<file path="src/rtl/mult_seq_ctrl.sv">
// Iterative shift-add multiplier: valid/ready operand in, one multiplier bit per cycle, valid/ready product out.
// Ports: clk, rst (sync, high), in_valid/in_ready/a/b in; out_valid/out_ready/product out; busy in CALC/DONE.
module mult_seq_ctrl #(
  parameter int a_width    = 8,
  parameter int b_width    = 8,
  parameter bit EARLY_EXIT = 1'b1
) (
  input  logic                       clk,
  input  logic                       rst,
  input  logic                       in_valid,
  output logic                       in_ready,
  input  logic [a_width-1:0]         a,
  input  logic [b_width-1:0]         b,
  output logic                       out_valid,
  input  logic                       out_ready,
  output logic [a_width+b_width-1:0] product,
  output logic                       busy
);

  localparam int product_width = a_width + b_width;
  localparam int CW = $clog2(b_width + 1);
  localparam logic [CW-1:0] LAST = CW'(b_width - 1);

  typedef enum logic [1:0] {
    S_IDLE,
    S_CALC,
    S_DONE
  } state_t;

  state_t r_state;
  state_t w_state_nxt;

  logic [product_width-1:0] r_mcand;
  logic [product_width-1:0] r_acc;
  logic [product_width-1:0] r_product;
  logic [b_width-1:0]       r_mult;
  logic [CW-1:0]            r_cnt;

  logic [b_width-1:0]       w_mult_shr;
  logic [product_width-1:0] w_acc_nxt;
  logic                     w_last;
  logic                     w_accept;
  logic                     w_out_fire;
  logic                     w_in_calc;

  assign w_mult_shr = r_mult >> 1;
  assign w_acc_nxt  = r_mult[0] ? (r_acc + r_mcand) : r_acc;
  assign w_in_calc  = (r_state == S_CALC);

  // Early exit: nothing left to add once the remaining multiplier is zero.
  assign w_last = (r_cnt == LAST) ||
                  (EARLY_EXIT && (w_mult_shr == '0));

  assign w_accept   = in_valid && in_ready;
  assign w_out_fire = out_valid && out_ready;

  always_ff @(posedge clk) begin
    if (rst) begin
      r_state <= S_IDLE;
    end else begin
      r_state <= w_state_nxt;
    end
  end

  always_comb begin
    w_state_nxt = r_state;
    in_ready    = 1'b0;
    out_valid   = 1'b0;
    busy        = 1'b0;
    unique case (r_state)
      S_IDLE: begin
        in_ready = 1'b1;
        if (in_valid) begin
          w_state_nxt = S_CALC;
        end
      end
      S_CALC: begin
        busy = 1'b1;
        if (w_last) begin
          w_state_nxt = S_DONE;
        end
      end
      S_DONE: begin
        busy      = 1'b1;
        out_valid = 1'b1;
        if (out_ready) begin
          w_state_nxt = S_IDLE;
        end
      end
      default: begin
        w_state_nxt = S_IDLE;
      end
    endcase
  end

  always_ff @(posedge clk) begin
    if (rst) begin
      r_mcand   <= '0;
      r_mult    <= '0;
      r_acc     <= '0;
      r_cnt     <= '0;
      r_product <= '0;
    end else if (w_accept) begin
      r_mcand <= product_width'(a);
      r_mult  <= b;
      r_acc   <= '0;
      r_cnt   <= '0;
    end else if (w_in_calc) begin
      r_acc   <= w_acc_nxt;
      r_mcand <= r_mcand << 1;
      r_mult  <= w_mult_shr;
      r_cnt   <= r_cnt + CW'(1);
      // Product is captured once and then held, even across later ops,
      // until the next result replaces it.
      if (w_last) begin
        r_product <= w_acc_nxt;
      end
    end
  end

  assign product = r_product;

  logic w_unused;
  assign w_unused = w_out_fire;

endmodule

</file>
<file path="config.mk">
export PLATFORM = sky130hd
export DESIGN_NAME = mult_seq_ctrl
export DESIGN_NICKNAME = d
export VERILOG_FILES = /design/src/rtl/mult_seq_ctrl.sv
export SDC_FILE = /design/constraint.sdc
export NUM_CORES = 1
export LEC_CHECK = 0
export BUFFER_PORTS_ARGS = -buffer_cell sky130_fd_sc_hd__buf_2
export CORE_UTILIZATION = 63
export DETAILED_ROUTE_END_ITERATION = 12
export PLACE_DENSITY = 0.85
export SKIP_LAST_GASP = 1
export SYNTH_ARGS = -nofsm -noshare
export SYNTH_HDL_FRONTEND = slang
export SYNTH_SLANG_ARGS = --single-unit
</file>
<file path="constraint.sdc">
create_clock -name clk -period 5.2 [get_ports clk]
set_clock_uncertainty 0.05 [all_clocks]
set_input_delay 0.26 -clock clk [delete_from_list [all_inputs] [get_ports clk]]
set_output_delay 0.26 -clock clk [all_outputs]
set_load 0.05 [all_outputs]
</file>
==> impl_metrics.tcl <==
set metrics [dict create \
    nets 465 \
    fmax_ghz 0.3121 \
    r2r_slack_ns 2.00 \
    pre_cts_slack_ns 2.052 \
    crit_path_end_kind "flip-flop" \
    num_vias 2992 \
    synthCells 403 \
    yosysUniqueCellTypes 50 \
    vias_per_cell 5.984 \
    crit_fanout 33 \
    drv_slew 0 \
    synth_edf_count 0 \
    grt_pass1_vias 2592 \
    worstPathRequired_ns 5.43 \
    cts_made_buffers 9 \
    hold_viol 0 \
    pin_count 39 \
    worstSkewPairLatency_ns 0.34 \
    die_x_um 75.81 \
    final.period_utilization_pct 61.61 \
    clockBufferDepth 2 \
    port-buffer-count 38 \
    die-area_um2 5747 \
    postCtsSetupRepairBufs 0 \
    path_clk_slew_ns 0.07 \
    cts.htree.levels 3 \
    cp_data_arrival_time_ns 3.44 \
    drt-total-wl_mm 7.933 \
    maxSlewHeadroom_pct 31.53 \
    hold_ws_ns 0.1444 \
    min_path_cells 3 \
    clkSinkCount 62 \
    switchingPower_w 0.0006846 \
    rows 26 \
    period_needed_ns 3.204 \
    setup_viol 0 \
    power_frac_seq_pct 35.2 \
    cts_hold_buf 0 \
    die_y_um 75.81 \
    max_cap_viol_count 0 \
    synth-seq-cells 62 \
    yosysTopAreaCell "dfxtp_1" \
    first_iter_violations 157 \
    root_buffer "clkbuf_8" \
    ys_warn_count 0 \
    peakVddDrop_v 0.0002578 \
    gp_congestion 0.8962 \
    route.detailed.drc 0 \
    final_common_cell "dfxtp_1" \
    grt_usage_pct 29.09 \
    seq_area_um2 1241 \
    layout_common_cells "dfxtp_1 (62), nor2_1 (47), buf_2 (38)" \
    worst_hold_path.endpoint "r_mult[7]" \
    dp.cells 484 \
    layout-drive-gt1-share_pct 15.35 \
    worstReg2RegEnd "r_acc[15]" \
    antenna_found_initial 0 \
    power_leakage_nw 1.544 \
    syn_nets 443 \
    cts_resized 0 \
    path_class "flip-flop to flip-flop" \
    seq_area_frac_synth_pct 36.16 \
    syn_area_um2 3432 \
    dp_hpwl_mm 5.333 \
    synth_ff_type "dfxtp_1" \
    cts_tree "yes" \
    firstDrtPassIters 4 \
    worst_setup_path_start_kind "flip-flop" \
    diodes 0 \
    r2r-start "r_state[0]" \
    fin_cells 500 \
    syn_area_per_cell_um2 8.516 \
    p_clk_share_pct 26.7 \
    p_sw_share_pct 39.52 \
    post-route-util_pct 74.04 \
    rsz0062_at_grt "false" \
    start_util_pct 66.35 \
    status "complete, no violations" \
    synth_area_leaders "dfxtp_1 (36%), mux2i_1 (10%), ha_1 (6.9%)" \
    wl_per_cell_um 15.87 \
    area_delta_synth_final_pct 11.59 \
    multi_input_area_um2 2044 \
    cellPowerDensity_nw_per_um2 452.3 \
    tightest_slew_ns 1.025 \
    synth-async-reset-ratio_pct 0 \
    p_int_w 0.001048 \
    hp-start "b[7]" \
    worst_slack_ns 1.996 \
    grt_max_degree 37 \
    combPwrFrac_pct 38.1 \
    ff2ff_path_depth 8 \
    fill_cells 381 \
    hold_path_class "primary input to flip-flop" \
    postRouteAntennaNets 0 \
    core-area_um2 5172 \
    grt_pass1_wl_mm 12.40 \
    finalSetupTns_ns 0 \
    grt.overflow.total 0 \
    synth_top_area_share_pct 36.16 \
]
stage by stage:
| stage | total power [W] | cell area [um2] |
|---|---|---|
| after floorplan | 0.001135 | 3432 |
| after global placement | 0.001249 | 3616 |
| after detailed placement | 0.001269 | 3616 |
| after CTS | 0.001728 | 3830 |
| after global routing | 0.001829 | 3830 |
| final | 0.001732 | 3830 |
synth_stat cells, types with 4 or more instances:
master	instances
nand3_1	13
buf_1	4
ha_1	19
xnor2_1	10
nor3_1	8
buf_2	5
and3_1	4
o211ai_1	5
o21ai_0	16
nand2_1	34
a211oi_1	24
xor2_1	5
mux2i_1	36
a21o_1	6
inv_1	8
a21oi_1	29
nor2_1	47
nor4_1	4
dfxtp_1	62
clkbuf_1	21
routing by layer:
layer / GRT usage, % / part of all wire [%] / wire length (um)
met5: 0 / 0 / 0
met4: 12.14 / 1.7 / 131
met3: 5.026 / 6.1 / 485
met2: 44.74 / 44 / 3528
met1: 40.26 / 48 / 3787
state kept, by name, summed over array words and instances (netlist names):
register / count
product: 16
r_acc: 16
r_mcand: 16
r_mult: 8
r_cnt: 4
r_state: 2
worst max path at each step:
stage	from	endpoint	slack, ns	cells after the start
2_1_floorplan	r_mcand[0]	r_acc[12]	2.90	8
3_3_place_gp	r_state[0]	product[12]	2.16	6
3_5_place_dp	r_state[0]	r_acc[15]	2.05	8
4_1_cts	r_state[0]	r_acc[15]	2.03	8
5_1_grt	r_state[0]	r_acc[15]	1.63	8
6_report	r_state[0]	r_acc[15]	2.00	8
layout make-up:
| cell class | count | area share, % |
|---|---|---|
| multi-input cells | 303 | 53.38 |
| flip-flops and latches | 62 | 32.41 |
| repair buffers | 41 | 5.554 |
| clock buffers | 10 | 3.332 |
| well taps | 70 | 2.287 |
| clock inverters | 6 | 2.254 |
| inverters | 8 | 0.7841 |
power by group through the flow:
stage | Sequential (W) | Combinational (W) | Clock (W)
floorplan | 0.000667 | 0.000468 | 0
global placement | 0.000615 | 0.000634 | 0
detailed placement | 0.000618 | 0.000651 | 0
CTS | 0.000609 | 0.000657 | 0.000463
global route | 0.000619 | 0.000723 | 0.000488
finish | 0.000609 | 0.000660 | 0.000462
worst max-delay path, cell delays in order (launching register included):
cell	delay, ns
dfxtp_1	0.36
inv_1	0.08
ha_1	0.28
nand2_1	0.78
nand2b_1	0.73
nor4_1	0.49
o21ai_0	0.14
and2_0	0.17
nand3_1	0.07
logic make-up (layout without fill, tap and decap cells):
logic type,Yosys count,count (layout),share of synthesized area [%]
compound gates,103,103,20.38
xor+xnor,15,15,3.828
fa+ha+maj,20,20,7.510
buf+inv,38,65,4.338
flops,62,62,36.16
mux,36,36,10.50
simple gates,129,129,17.28
No activity file was read; power rests on OpenSTA's default activity.
